**config.mk**
```make
export PLATFORM = sky130hd
export DESIGN_NAME = sw_harmonic_writer
export DESIGN_NICKNAME = d
export VERILOG_FILES = /design/src/rtl/codec2_fixed_pkg.sv /design/src/rtl/qadd.sv /design/src/rtl/sw_harmonic_writer.sv
export SDC_FILE = /design/constraint.sdc
export NUM_CORES = 1
export LEC_CHECK = 0
export CORE_MARGIN = 1
export CORE_UTILIZATION = 40
export CTS_CLUSTER_SIZE = 10
export DETAILED_ROUTE_END_ITERATION = 10
export GPL_ROUTABILITY_DRIVEN = 0
export MAX_ROUTING_LAYER = met4
export PLACE_DENSITY = 0.72
export SLEW_MARGIN = 20
export SYNTH_ARGS = -nofsm -noshare
export SYNTH_HDL_FRONTEND = slang
export SYNTH_SLANG_ARGS = --single-unit
```
**constraint.sdc**
```tcl
create_clock -name clk -period 2 [get_ports clk]
set_input_delay 0.4 -clock clk [delete_from_list [all_inputs] [get_ports clk]]
set_output_delay 0.4 -clock clk [all_outputs]
set_load 0.05 [all_outputs]
```
**src/rtl/codec2_fixed_pkg.sv**
```systemverilog
// Shared fixed-point constants and state encoding for the codec2 decoder blocks.
package codec2_fixed_pkg;

   localparam int unsigned N        = 32;
   localparam int unsigned Q        = 16;
   localparam int unsigned FFT_SIZE = 512;
   localparam int unsigned AW       = 10;

   // Q16 constants: 0.5, 512/(2*pi), 2*pi
   localparam logic [31:0] POINT_FIVE = 32'h0000_8000;
   localparam logic [31:0] ONE_ON_R   = 32'h0051_7CC1;
   localparam logic [31:0] TWO_PI     = 32'h0006_487F;

   // Harmonic writer state encoding (MIRROR only reachable with CONJ_MIRROR_EN)
   typedef enum logic [3:0] {
      S_IDLE     = 4'd0,
      S_CLEAR    = 4'd1,
      S_INIT_M   = 4'd2,
      S_CHECK_M  = 4'd3,
      S_CALC_B_1 = 4'd4,
      S_CALC_B_2 = 4'd5,
      S_CALC_B_3 = 4'd6,
      S_RD_AM    = 4'd7,
      S_DELAY_1  = 4'd8,
      S_DELAY_2  = 4'd9,
      S_WRITE    = 4'd10,
      S_MIRROR   = 4'd11,
      S_INCR_M   = 4'd12,
      S_DONE     = 4'd13
   } sw_state_e;

endpackage

```
**src/rtl/qadd.sv**
```systemverilog
// Fixed-point adder, two's complement, wrap on overflow.
// The fraction is added separately so its carry into the integer part is explicit.
module qadd #(
   parameter int unsigned Q = 16,
   parameter int unsigned N = 32
) (
   input  logic [N-1:0] a,
   input  logic [N-1:0] b,
   output logic [N-1:0] c
);

   logic [Q:0]     w_frac;
   logic [N-Q-1:0] w_int;

   assign w_frac = {1'b0, a[Q-1:0]} + {1'b0, b[Q-1:0]};
   assign w_int  = a[N-1:Q] + b[N-1:Q] + (N-Q)'(w_frac[Q]);
   assign c      = {w_int, w_frac[Q-1:0]};

endmodule

```
**src/rtl/sw_harmonic_writer.sv**
```systemverilog
// sw_harmonic_writer: rebuilds the 512-point synthesis spectrum Sw from the
// harmonic amplitudes in model RAM. Clears the buffer, then for m = 1..L writes
// the amplitude of harmonic m to bin round(m*Wo*512/(2*pi)).
// Optional macro CONJ_MIRROR_EN: also writes the conjugate to bin FFT_SIZE-b.
// All outputs are registered; the next-state logic also computes the output
// values for the state being entered, so each output is aligned with its state.
module sw_harmonic_writer #(
   parameter int unsigned N        = codec2_fixed_pkg::N,
   parameter int unsigned Q        = codec2_fixed_pkg::Q,
   parameter int unsigned FFT_SIZE = codec2_fixed_pkg::FFT_SIZE,
   parameter int unsigned AW       = codec2_fixed_pkg::AW
) (
   input  logic          clk,
   input  logic          rst,
   input  logic          startsw,
   input  logic [N-1:0]  Wo,
   input  logic [9:0]    L,
   output logic [AW-1:0] am_addr,
   input  logic [N-1:0]  am_real,
   input  logic [N-1:0]  am_imag,
   output logic [AW-1:0] sw_addr,
   output logic [N-1:0]  sw_real,
   output logic [N-1:0]  sw_imag,
   output logic          sw_we,
   output logic [N-1:0]  m1_in1,
   output logic [N-1:0]  m1_in2,
   input  logic [N-1:0]  m1_out,
   output logic          donesw
);

   import codec2_fixed_pkg::*;

   localparam logic [AW-1:0] LAST_BIN = AW'(FFT_SIZE - 1);
   localparam logic [AW-1:0] HALF_BIN = AW'(FFT_SIZE / 2);
   localparam logic [AW-1:0] FULL_BIN = AW'(FFT_SIZE);

   sw_state_e     r_state,   w_state;
   logic [N-1:0]  r_wo,      w_wo;
   logic [9:0]    r_l,       w_l;
   logic [AW-1:0] r_m,       w_m;
   logic [N-1:0]  r_prod,    w_prod;
   logic [AW-1:0] r_b,       w_b;
   logic [AW-1:0] r_am_addr, w_am_addr;
   logic [AW-1:0] r_sw_addr, w_sw_addr;
   logic [N-1:0]  r_sw_real, w_sw_real;
   logic [N-1:0]  r_sw_imag, w_sw_imag;
   logic          r_sw_we,   w_sw_we;
   logic [N-1:0]  r_m1_in1,  w_m1_in1;
   logic [N-1:0]  r_m1_in2,  w_m1_in2;
   logic          r_donesw,  w_donesw;

   logic [N-1:0]  w_rounded;
   logic          w_unused_round;
   logic          w_b_valid;
   logic          w_b_mirror;

   // Round the scaled bin position to nearest by adding one half
   qadd #(.Q(Q), .N(N)) u_round (
      .a (r_prod),
      .b (N'(POINT_FIVE)),
      .c (w_rounded)
   );

   // Only the integer bits that form the bin index are consumed
   assign w_unused_round = ^{w_rounded[N-1:Q+AW], w_rounded[Q-1:0]};

   assign w_b_valid  = (r_b != '0) && (r_b <= HALF_BIN);
   assign w_b_mirror = (r_b != '0) && (r_b <  HALF_BIN);

   // Next-state and next-output logic
   always_comb begin
      w_state   = r_state;
      w_wo      = r_wo;
      w_l       = r_l;
      w_m       = r_m;
      w_prod    = r_prod;
      w_b       = r_b;
      w_am_addr = r_am_addr;
      w_sw_addr = r_sw_addr;
      w_sw_real = r_sw_real;
      w_sw_imag = r_sw_imag;
      w_sw_we   = 1'b0;
      w_m1_in1  = r_m1_in1;
      w_m1_in2  = r_m1_in2;
      w_donesw  = 1'b0;

      case (r_state)
         S_IDLE: begin
            if (startsw) begin
               w_state   = S_CLEAR;
               w_wo      = Wo;
               w_l       = L;
               w_sw_addr = '0;
               w_sw_real = '0;
               w_sw_imag = '0;
               w_sw_we   = 1'b1;
            end
         end
         S_CLEAR: begin
            if (r_sw_addr == LAST_BIN) begin
               w_state   = S_INIT_M;
               w_sw_addr = '0;
            end else begin
               w_sw_addr = r_sw_addr + AW'(1);
               w_sw_we   = 1'b1;
            end
         end
         S_INIT_M: begin
            w_m     = AW'(1);
            w_state = S_CHECK_M;
         end
         S_CHECK_M: begin
            if (r_m <= r_l) begin
               w_state  = S_CALC_B_1;
               w_m1_in1 = N'(r_m) << Q;
               w_m1_in2 = r_wo;
            end else begin
               w_state  = S_DONE;
               w_donesw = 1'b1;
            end
         end
         S_CALC_B_1: begin
            // m*Wo is fed straight back as the second operand of the scaling
            w_state  = S_CALC_B_2;
            w_m1_in1 = N'(ONE_ON_R);
            w_m1_in2 = m1_out;
         end
         S_CALC_B_2: begin
            w_state = S_CALC_B_3;
            w_prod  = m1_out;
         end
         S_CALC_B_3: begin
            w_state   = S_RD_AM;
            w_b       = w_rounded[Q+AW-1:Q];
            w_am_addr = r_m;
         end
         S_RD_AM: begin
            w_state = S_DELAY_1;
         end
         S_DELAY_1: begin
            w_state = S_DELAY_2;
         end
         S_DELAY_2: begin
            w_state = S_WRITE;
            if (w_b_valid) begin
               w_sw_addr = r_b;
               w_sw_real = am_real;
               w_sw_imag = am_imag;
               w_sw_we   = 1'b1;
            end
         end
`ifdef CONJ_MIRROR_EN
         S_WRITE: begin
            // Conjugate copy at the negative frequency; Nyquist bin has no partner
            w_state = S_MIRROR;
            if (w_b_mirror) begin
               w_sw_addr = FULL_BIN - r_b;
               w_sw_imag = -r_sw_imag;
               w_sw_we   = 1'b1;
            end
         end
         S_MIRROR: begin
            w_state = S_INCR_M;
         end
`else
         S_WRITE: begin
            w_state = S_INCR_M;
         end
`endif
         S_INCR_M: begin
            w_m     = r_m + AW'(1);
            w_state = S_CHECK_M;
         end
         S_DONE: begin
            w_state = S_IDLE;
         end
         default: begin
            w_state = S_IDLE;
         end
      endcase
   end

`ifndef CONJ_MIRROR_EN
   logic w_unused_mirror;
   assign w_unused_mirror = w_b_mirror ^ FULL_BIN[0];
`endif

   // State and output registers, synchronous reset
   always_ff @(posedge clk) begin
      if (rst) begin
         r_state   <= S_IDLE;
         r_wo      <= '0;
         r_l       <= '0;
         r_m       <= '0;
         r_prod    <= '0;
         r_b       <= '0;
         r_am_addr <= '0;
         r_sw_addr <= '0;
         r_sw_real <= '0;
         r_sw_imag <= '0;
         r_sw_we   <= 1'b0;
         r_m1_in1  <= '0;
         r_m1_in2  <= '0;
         r_donesw  <= 1'b0;
      end else begin
         r_state   <= w_state;
         r_wo      <= w_wo;
         r_l       <= w_l;
         r_m       <= w_m;
         r_prod    <= w_prod;
         r_b       <= w_b;
         r_am_addr <= w_am_addr;
         r_sw_addr <= w_sw_addr;
         r_sw_real <= w_sw_real;
         r_sw_imag <= w_sw_imag;
         r_sw_we   <= w_sw_we;
         r_m1_in1  <= w_m1_in1;
         r_m1_in2  <= w_m1_in2;
         r_donesw  <= w_donesw;
      end
   end

   assign am_addr = r_am_addr;
   assign sw_addr = r_sw_addr;
   assign sw_real = r_sw_real;
   assign sw_imag = r_sw_imag;
   assign sw_we   = r_sw_we;
   assign m1_in1  = r_m1_in1;
   assign m1_in2  = r_m1_in2;
   assign donesw  = r_donesw;

endmodule

```
==> results of run 1 <==
## layout by cell type (no fill, tap or decap), drive strengths merged, types with 4 or more instances in the layout
master           n
ha              14
a21oi          178
nor2            73
clkbuf          39
dfxtp          206
buf             96
mux2             4
a211oi          46
nor4             5
conb            14
nor3            15
and3             5
nand3           78
nand2b           5
clkdlybuf4s50  139
xnor2           10
a31oi            4
nand4           10
nand2          230
inv             18
xor2             5
dlygate4sd2    110
o21ai           18
o21bai          33
a22o             8
## area by class of cell
class                   instances  area (um2)
repair buffers                352        3440
clock inverters                 3        18.8
flip-flops and latches        206        4150
fillers                      1906        8270
clock buffers                  32         662
well taps                     280         350
multi-input cells             790        4940
inverters                      17        63.8
## final timing paths
| kind | depth (start not counted) | start | to |
|---|---|---|---|
| worst min-delay path | 2 | rst | r_prod[22] |
| worst min register to register | 2 | r_l[1] | r_l[1] |
| worst max-delay path | 10 | r_l[9] | m1_in2[23] |
| worst max register to register | 10 | r_l[9] | m1_in2[23] |
## per-stage QoR
step	setup TNS, ns	hold slack [ns]	setup slack (ns)	instance area, um2	std cells
finish	-1.98	0.215	-0.0673	13600	1680
global route	-6.69	0.215	-0.155	13600	1680
CTS	-0.679	0.197	-0.0429	12800	1664
detailed placement	-2.84	0.447	-0.113	12200	1628
global placement	0	0.443	0.0228	12200	1628
floorplan	0	0.436	0.00518	9070	1115
## per-layer routing
layer  part of all wire, %  vias to the layer above  wire (um)
li1                      -                     4361          -
met1                    43                     4318      13000
met2                    49                      276      14700
met3                   5.1                       68       1530
met4                   2.7                        0        799
met5                     0                        -          0
## cells by family after synthesis
kind of cell / after synthesis
simple gates: 434
compound gates: 307
flops: 206
buf+inv: 120
xor+xnor: 15
fa+ha+maj: 14
mux: 5
other cells: 1
## worst register-to-register path, cell delays in order (launching register included)
cell,delay (ns)
dfxtp_2,0.33
inv_1,0.07
ha_4,0.28
nand4_1,0.16
a211oi_2,0.26
buf_4,0.16
nor4_2,0.04
buf_4,0.14
nor2_4,0.23
buf_6,0.20
a211oi_1,0.09
## sequential cells by signal, indices dropped and copies added, names as in the netlist
signal and cells:
r_b 10, r_state 4, sw_imag 32, r_l 10, sw_addr 10, sw_we 1, r_wo 32, sw_real 32
am_addr 10, donesw 1, r_m 10, r_prod 11, m1_in1 11, m1_in2 32
## repair_timing
action | in CTS | in global routing
endpoints found under the setup margin | 153 | 120
buffers inserted | 0 | 4
cloned | 1 | 13
pin swaps | 2 | 43
resized for setup | 128 | 125
## report_power, final
group,leakage [nW],switching (mW),total (mW),internal [mW]
registers,1.68,0.170,4.53,4.36
clock network,0.335,1.68,3.96,2.29
logic,3.26,1.63,2.61,0.974
==> results.yml, run 1 <==
worst_setup_path:
  regToRegSetupSlack_ns: -0.07
  crit_arrival_ns: 2.47
  crit_buf_inv: 4
  crit_required_ns: 2.40
  setup.worst_path.class: "reg2reg"
  cp_slowest_cell: "dfxtp_2"
  cp_common_cell: "buf_4"
  critPathCaptureType: "flop"
  path_delay_family: "buffers and inverters"
  cp_cell_sequence: "inv_1 -> ha_4 -> nand4_1 -> a211oi_2 -> buf_4 -> nor4_2 -> buf_4 -> nor2_4 -> buf_6 -> a211oi_1"
  path_max_fanout: 13
  critical-path-max-stage-delay_ns: 0.33
  startpoint_type: "flop"
clock_network:
  cts_tree: "yes"
  cts_hold_buf: 0
  clkSinkCount: 206
  clock_latency_ns: 0.52
  h-tree-depth: 1
  numCtsBuffers: 25
  clk_pin_slew_ns: 0.05
  cts_max_path_buffers: 3
  root_buffer: "clkbuf_16"
synth:
  synth.area.mux_share_pct: 0.614
  synth_common_cells: "nand2_1 (230), dfxtp_1 (206), a21oi_1 (178), nor2_1 (72), nand3_1 (59)"
  synth.distinct_cells: 61
  yosysTopAreaCell: "dfxtp_1"
  synth_xor_area_share_pct: 1.46
  ys_warn_count: 0
  synth_edf_count: 0
  synth_fa_ha_area_share_pct: 1.95
  yosysMostFrequentCell: "nand2_1"
  yosys.area_share.simple_pct: 22.6
  synthFlopType: "dfxtp_1"
  synth_compound_area_share_pct: 20.7
  netlist_instances: 1102
  netlist_area_um2: 8970
  yosysSeqAreaShare_pct: 46.0
  ys_async_sr_fraction_pct: 0
  syn_avg_cell_area_um2: 8.14
  synth_top_family_by_area: "simple AND/OR/NAND/NOR gates"
  ys_ff_latch: 206
  yosysTopAreaCellShare_pct: 46.0
  synth_area_leaders: "dfxtp_1 (46%), a21oi_1 (9.9%), nand2_1 (9.6%), a211oi_1 (3.8%), nand3_1 (3.3%)"
global_routing:
  grt_pass1_vias: 8365
  met2_usage_pct: 39.1
  overflow: 0
  grt_first_pass_wirelength_um: 42500
  use_met1_pct: 30.0
  grt_busiest_layer: "met2"
  grt_max_degree: 79
  use_met3_pct: 3.50
  grt_util_all_layers_pct: 23.8
  antenna_found_initial: 0
final_layout:
  syn2layout_area_growth_pct: 51.9
  fin_util_pct: 62.2
  nets: 1547
  drive_gt1_share_pct: 21.5
  antenna-diode-count: 0
routing:
  ant_nets: 0
  vias: 9023
  wl_um: 30100
  drc_errors: 0
  avgRoutedWirePerCell_um: 17.9
  drt-vias-per-instance: 5.37
  drt_iter0_drc: 506
  drt_pre_antenna_iters: 5
sta:
  rsz0062_at_grt: "true"
  fin_skew_ns: 0.00926
  worstMarginPinSlew_ns: 0.566
  finalWorstSetupSlack_ns: -0.0673
  min_period_over_period_pct: 103
  setup_viol: 45
  finalHoldViolCount: 0
  fmax_ghz: 0.484
  slew_viol_final: 0
  slew_headroom_pct: 62.1
  min_period_ns: 2.07
outcome:
  violations: "negative setup slack"
  status: "finished, violations left"
die:
  core_um2: 21900
  fp-row-count: 54
  die_area_um2: 23000
  start_util_pct: 41.0
  die_w_um: 152
  die_h_um: 152
  ioPinCount: 291
power_and_ir_drop:
  power_density_nw_per_um2: 815
  power_mw: 11.1
  p_leak_nw: 5.27
  ir_worst_vdd_mv: 0.655
placement:
  numPortBuffers: 276
  hpwl_um: 19000
job:
  drv_cap: 0
hold_path:
  hp-class: "in2reg"
Power figures use the tool's default switching activity.
==> run 2, diff against run 1 <==
Settings changed: CTS_BUF_LIST from default to sky130_fd_sc_hd__clkbuf_4.
==> results.yml, run 2 (synthesis gave the netlist of run 1 again) <==
sta:
  fin_setup_tns_ns: -3.19
  min_period_ns: 2.13
  fin_skew_ns: 0.0577
  min_period_over_period_pct: 106
  finalHoldViolCount: 0
  finalWorstSetupSlack_ns: -0.125
  fmax_ghz: 0.470
  worstMarginPinSlew_ns: 0.556
  rsz0062_at_grt: "true"
  slew_viol_final: 0
  slew_headroom_pct: 63.1
  setup_viol: 41
clock_network:
  cts_hold_buf: 0
  cts_max_path_buffers: 3
  numCtsBuffers: 54
  cts_tree: "yes"
  root_buffer: "clkbuf_4"
  clkSinkCount: 206
  clock_latency_ns: 0.69
  clk_pin_slew_ns: 0.06
  h-tree-depth: 2
worst_setup_path:
  critPathCaptureType: "flop"
  regToRegSetupSlack_ns: -0.13
  crit_arrival_ns: 2.66
  setup.worst_path.class: "reg2reg"
  r2r-start: "r_l[3]"
  crit_required_ns: 2.53
  r2r_end: "m1_in2[1]"
  worst_r2r_path_depth: 8
  path_max_fanout: 21
  startpoint_type: "flop"
final_layout:
  syn2layout_area_growth_pct: 45.7
  mostFrequentLayoutCell: "nand2_1"
  nets: 1569
  drive_gt1_share_pct: 20.7
  fin_util_pct: 59.7
  layout_common_cells: "nand2_1 (230), dfxtp_1 (189), a21oi_1 (160)"
  layout.cells.non_filler: 1728
die:
  fp-row-count: 54
  die_area_um2: 23000
  start_util_pct: 41.0
  die_h_um: 152
  die_w_um: 152
  core_um2: 21900
  ioPinCount: 291
routing:
  ant_nets: 0
  drt_pre_antenna_iters: 6
  drc_errors: 0
  avgRoutedWirePerCell_um: 16.6
  vias: 9060
  drt-vias-per-instance: 5.24
  drt_iter0_drc: 462
  wl_um: 28600
placement:
  numPortBuffers: 276
  dpl.cell_count: 1628
  hpwl_um: 19000
power_and_ir_drop:
  p_leak_nw: 5.01
  power_density_nw_per_um2: 809
  ir_worst_vdd_mv: 0.440
hold_path:
  hold_depth: 2
  worstHoldStart: "rst"
  hp-class: "in2reg"
  whs_endpoint: "r_prod[22]"
global_routing:
  grt_max_degree: 79
  grt_pass1_vias: 8629
  grt_util_all_layers_pct: 24.4
  overflow: 0
  grt_first_pass_wirelength_um: 43200
  antenna_found_initial: 1
job:
  drv_cap: 0
outcome:
  violations: "negative setup slack"
  status: "finished, violations left"
## run 2: how the worst max path moves through the flow
stage | slack, ns | depth (start not counted) | endpoint | from
floorplan | 0.005 | 8 | m1_in2[18] | r_m[3]
global placement | 0.02 | 8 | m1_in1[22] | r_l[4]
detailed placement | -0.11 | 8 | m1_in1[20] | r_l[3]
CTS | -0.12 | 8 | m1_in2[19] | r_l[3]
global route | -0.17 | 8 | m1_in1[18] | r_l[3]
finish | -0.13 | 8 | m1_in2[1] | r_l[3]
## run 2: layout make-up
class | count | area, um2
Tap cell | 280 | 350
Multi-Input combinational cell | 789 | 4530
Fill cell | 1981 | 8820
Sequential cell | 206 | 4150
Antenna cell | 1 | 2.50
Clock buffer | 80 | 601
Clock inverter | 9 | 37.5
Inverter | 17 | 63.8
Timing Repair Buffer | 346 | 3340
## run 2: power breakdown
| part | switching [mW] | internal [mW] |
|---|---|---|
| Combinational | 1.58 | 0.979 |
| Clock | 1.68 | 1.80 |
| Sequential | 0.172 | 4.36 |
## run 2: metal layers
layer / global-route usage (%) / part of all wire (%) / vias up
met5: - / 0 / -
met4: 8.71 / 2.5 / 0
met3: 4.25 / 5.8 / 59
met2: 40.3 / 50 / 286
met1: 29.9 / 42 / 4288
li1: - / - / 4427
## run 2: repair_timing
action / CTS / global route
setup endpoints to repair: 154 / 161
gates resized for setup: 172 / 85
pin swaps: 1 / 5
gates cloned: 3 / 3
buffers inserted: 1 / 3
## run 2: metrics by stage
step	power [mW]	cell area [um2]	worst slack, ns	hold slack (ns)
CTS	10.6	12900	-0.118	0.00593
global placement	7.06	12200	0.0228	0.443
finish	10.6	13100	-0.125	0.0485
floorplan	6.09	9070	0.00518	0.436
global route	11.1	13100	-0.168	0.0117
detailed placement	7.09	12200	-0.113	0.447
## run 2: critical path, stage by stage (launching register included)
cell and delay, ns:
dfxtp_2 0.34, inv_2 0.04, ha_4 0.22, a211oi_4 0.23, nor2_2 0.08, or4_4 0.60
buf_12 0.19, a21oi_1 0.19, a211oi_2 0.07
==> run 3, diff against run 2 <==
Settings changed: CORE_ASPECT_RATIO from default to 0.6.
==> results.yml, run 3 (synthesis gave the netlist of run 1 again) <==
placement:
  numPortBuffers: 276
  hpwl_um: 19400
  place_area_um2: 12100
die:
  die_area_um2: 23000
  fp-row-count: 42
  core_um2: 22000
  start_util_pct: 40.7
  ioPinCount: 291
  die_w_um: 195
  die_h_um: 118
routing:
  wl_um: 32400
  vias: 9435
  drt-vias-per-instance: 5.36
  drt_pre_antenna_iters: 6
  drc_errors: 0
  ant_nets: 0
  drt_iter0_drc: 608
  avgRoutedWirePerCell_um: 18.4
sta:
  fin_skew_ns: 0.0980
  min_period_over_period_pct: 111
  worstMarginPinSlew_ns: 0.608
  slew_headroom_pct: 59.3
  min_period_ns: 2.21
  setup_viol: 43
  fmax_ghz: 0.452
  finalHoldViolCount: 0
  finalWorstSetupSlack_ns: -0.212
  slew_viol_final: 0
  rsz0062_at_grt: "true"
  fin_setup_tns_ns: -5.92
hold_path:
  worstHoldStart: "rst"
  hp-class: "in2reg"
  hold_depth: 2
  whs_endpoint: "m1_in1[24]"
clock_network:
  numCtsBuffers: 50
  root_buffer: "clkbuf_4"
  cts_tree: "yes"
  clkSinkCount: 206
  cts_max_path_buffers: 3
  h-tree-depth: 2
  cts_hold_buf: 0
  clk_pin_slew_ns: 0.07
  clock_latency_ns: 0.71
global_routing:
  grt_first_pass_wirelength_um: 48800
  grt_util_all_layers_pct: 27.4
  grt_max_degree: 90
  grt_busiest_layer: "met2"
  use_met1_pct: 37.6
  antenna_found_initial: 1
  use_met3_pct: 7.71
  grt_pass1_vias: 9143
  met2_usage_pct: 39.3
  overflow: 0
worst_setup_path:
  worst_r2r_path_depth: 9
  path_max_fanout: 5
  startpoint_type: "flop"
  crit_arrival_ns: 2.77
  setup.worst_path.class: "reg2reg"
  crit_required_ns: 2.56
  critPathCaptureType: "flop"
  r2r-start: "r_m[9]"
  regToRegSetupSlack_ns: -0.21
  r2r_end: "m1_in1[22]"
final_layout:
  mostFrequentLayoutCell: "nand2_1"
  stdcell_area_um2: 14100
  num-fill-cells: 1894
  syn2layout_area_growth_pct: 57.0
  drive_gt1_share_pct: 30.3
  layout_common_cells: "nand2_1 (230), dfxtp_1 (183), clkdlybuf4s50_1 (139)"
  nets: 1595
power_and_ir_drop:
  power_density_nw_per_um2: 777
  p_leak_nw: 5.19
  ir_worst_vdd_mv: 0.486
outcome:
  status: "finished, violations left"
  violations: "negative setup slack"
job:
  drv_cap: 0
## run 3: cell count changes in the layout (fill, tap and decap cells not counted), sizes merged
| cell | previous run | this run |
|---|---|---|
| buf | 94 | 134 |
| nor2 | 73 | 78 |
| dlygate4sd2 | 45 | 20 |
| clkinvlp | 1 | 0 |
| inv | 18 | 17 |
| clkbuf | 101 | 104 |
| bufbuf | 1 | 0 |
| clkinv | 7 | 12 |
## run 3: stage by stage
step | total power [mW] | hold WS [ns] | utilization, % | setup slack (ns) | cells
floorplan | 6.09 | 0.436 | - | 0.00518 | 1115
global placement | 7.07 | 0.444 | 55.1 | -0.401 | 1632
detailed placement | 7.10 | 0.447 | 55.1 | -0.453 | 1632
CTS | 10.8 | 0.0214 | 61.5 | -0.221 | 1748
global route | 11.4 | 0.0755 | 63.9 | -0.274 | 1759
finish | 10.9 | 0.0896 | 63.9 | -0.212 | 1759
## run 3: worst max-delay path by stage
stage	startpoint	to
after global routing	r_l[9]	m1_in2[0]
after detailed placement	r_l[6]	m1_in2[14]
after global placement	r_l[9]	m1_in2[30]
after CTS	r_m[9]	m1_in1[22]
after floorplan	r_m[3]	m1_in2[18]
final	r_m[9]	m1_in1[22]
## run 3: power by group
| group | total (mW) | leakage, nW | switching, mW | internal, mW |
|---|---|---|---|---|
| sequential | 4.56 | 1.68 | 0.205 | 4.35 |
| combinational | 2.98 | 3.15 | 1.80 | 1.17 |
| clock | 3.41 | 0.357 | 1.76 | 1.65 |
## run 3: layer usage
metal | wire (um) | vias up
met5 | 0 | -
met4 | 425 | 0
met3 | 2910 | 45
met2 | 14000 | 420
met1 | 15000 | 4464
li1 | - | 4506
## run 3: critical path, stage by stage (launching register included)
cell      delay [ns]
dfxtp_2         0.34
ha_4            0.25
buf_6           0.12
a21oi_4         0.12
o211ai_1        0.14
or4_4           0.61
buf_6           0.19
buf_16          0.14
a21oi_4         0.12
a211oi_2        0.06
## run 3: area by class of cell
type | count | area (um2) | area share [%]
antenna | 1 | 2.50 | 0.0178
inverter | 17 | 63.8 | 0.453
sequential | 206 | 4150 | 29.5
tap | 286 | 358 | 2.54
clock inverter | 12 | 52.6 | 0.373
timing repair buffer | 371 | 3750 | 26.6
multi-input combinational | 794 | 5160 | 36.6
clock buffer | 72 | 541 | 3.84
## run 3: repair_timing
item                                    4_1_cts  5_1_grt
pin swaps                                    26       41
cloned                                       14        6
setup buffers                                19        5
endpoints found under the setup margin      159      162
resized for setup                           252      153
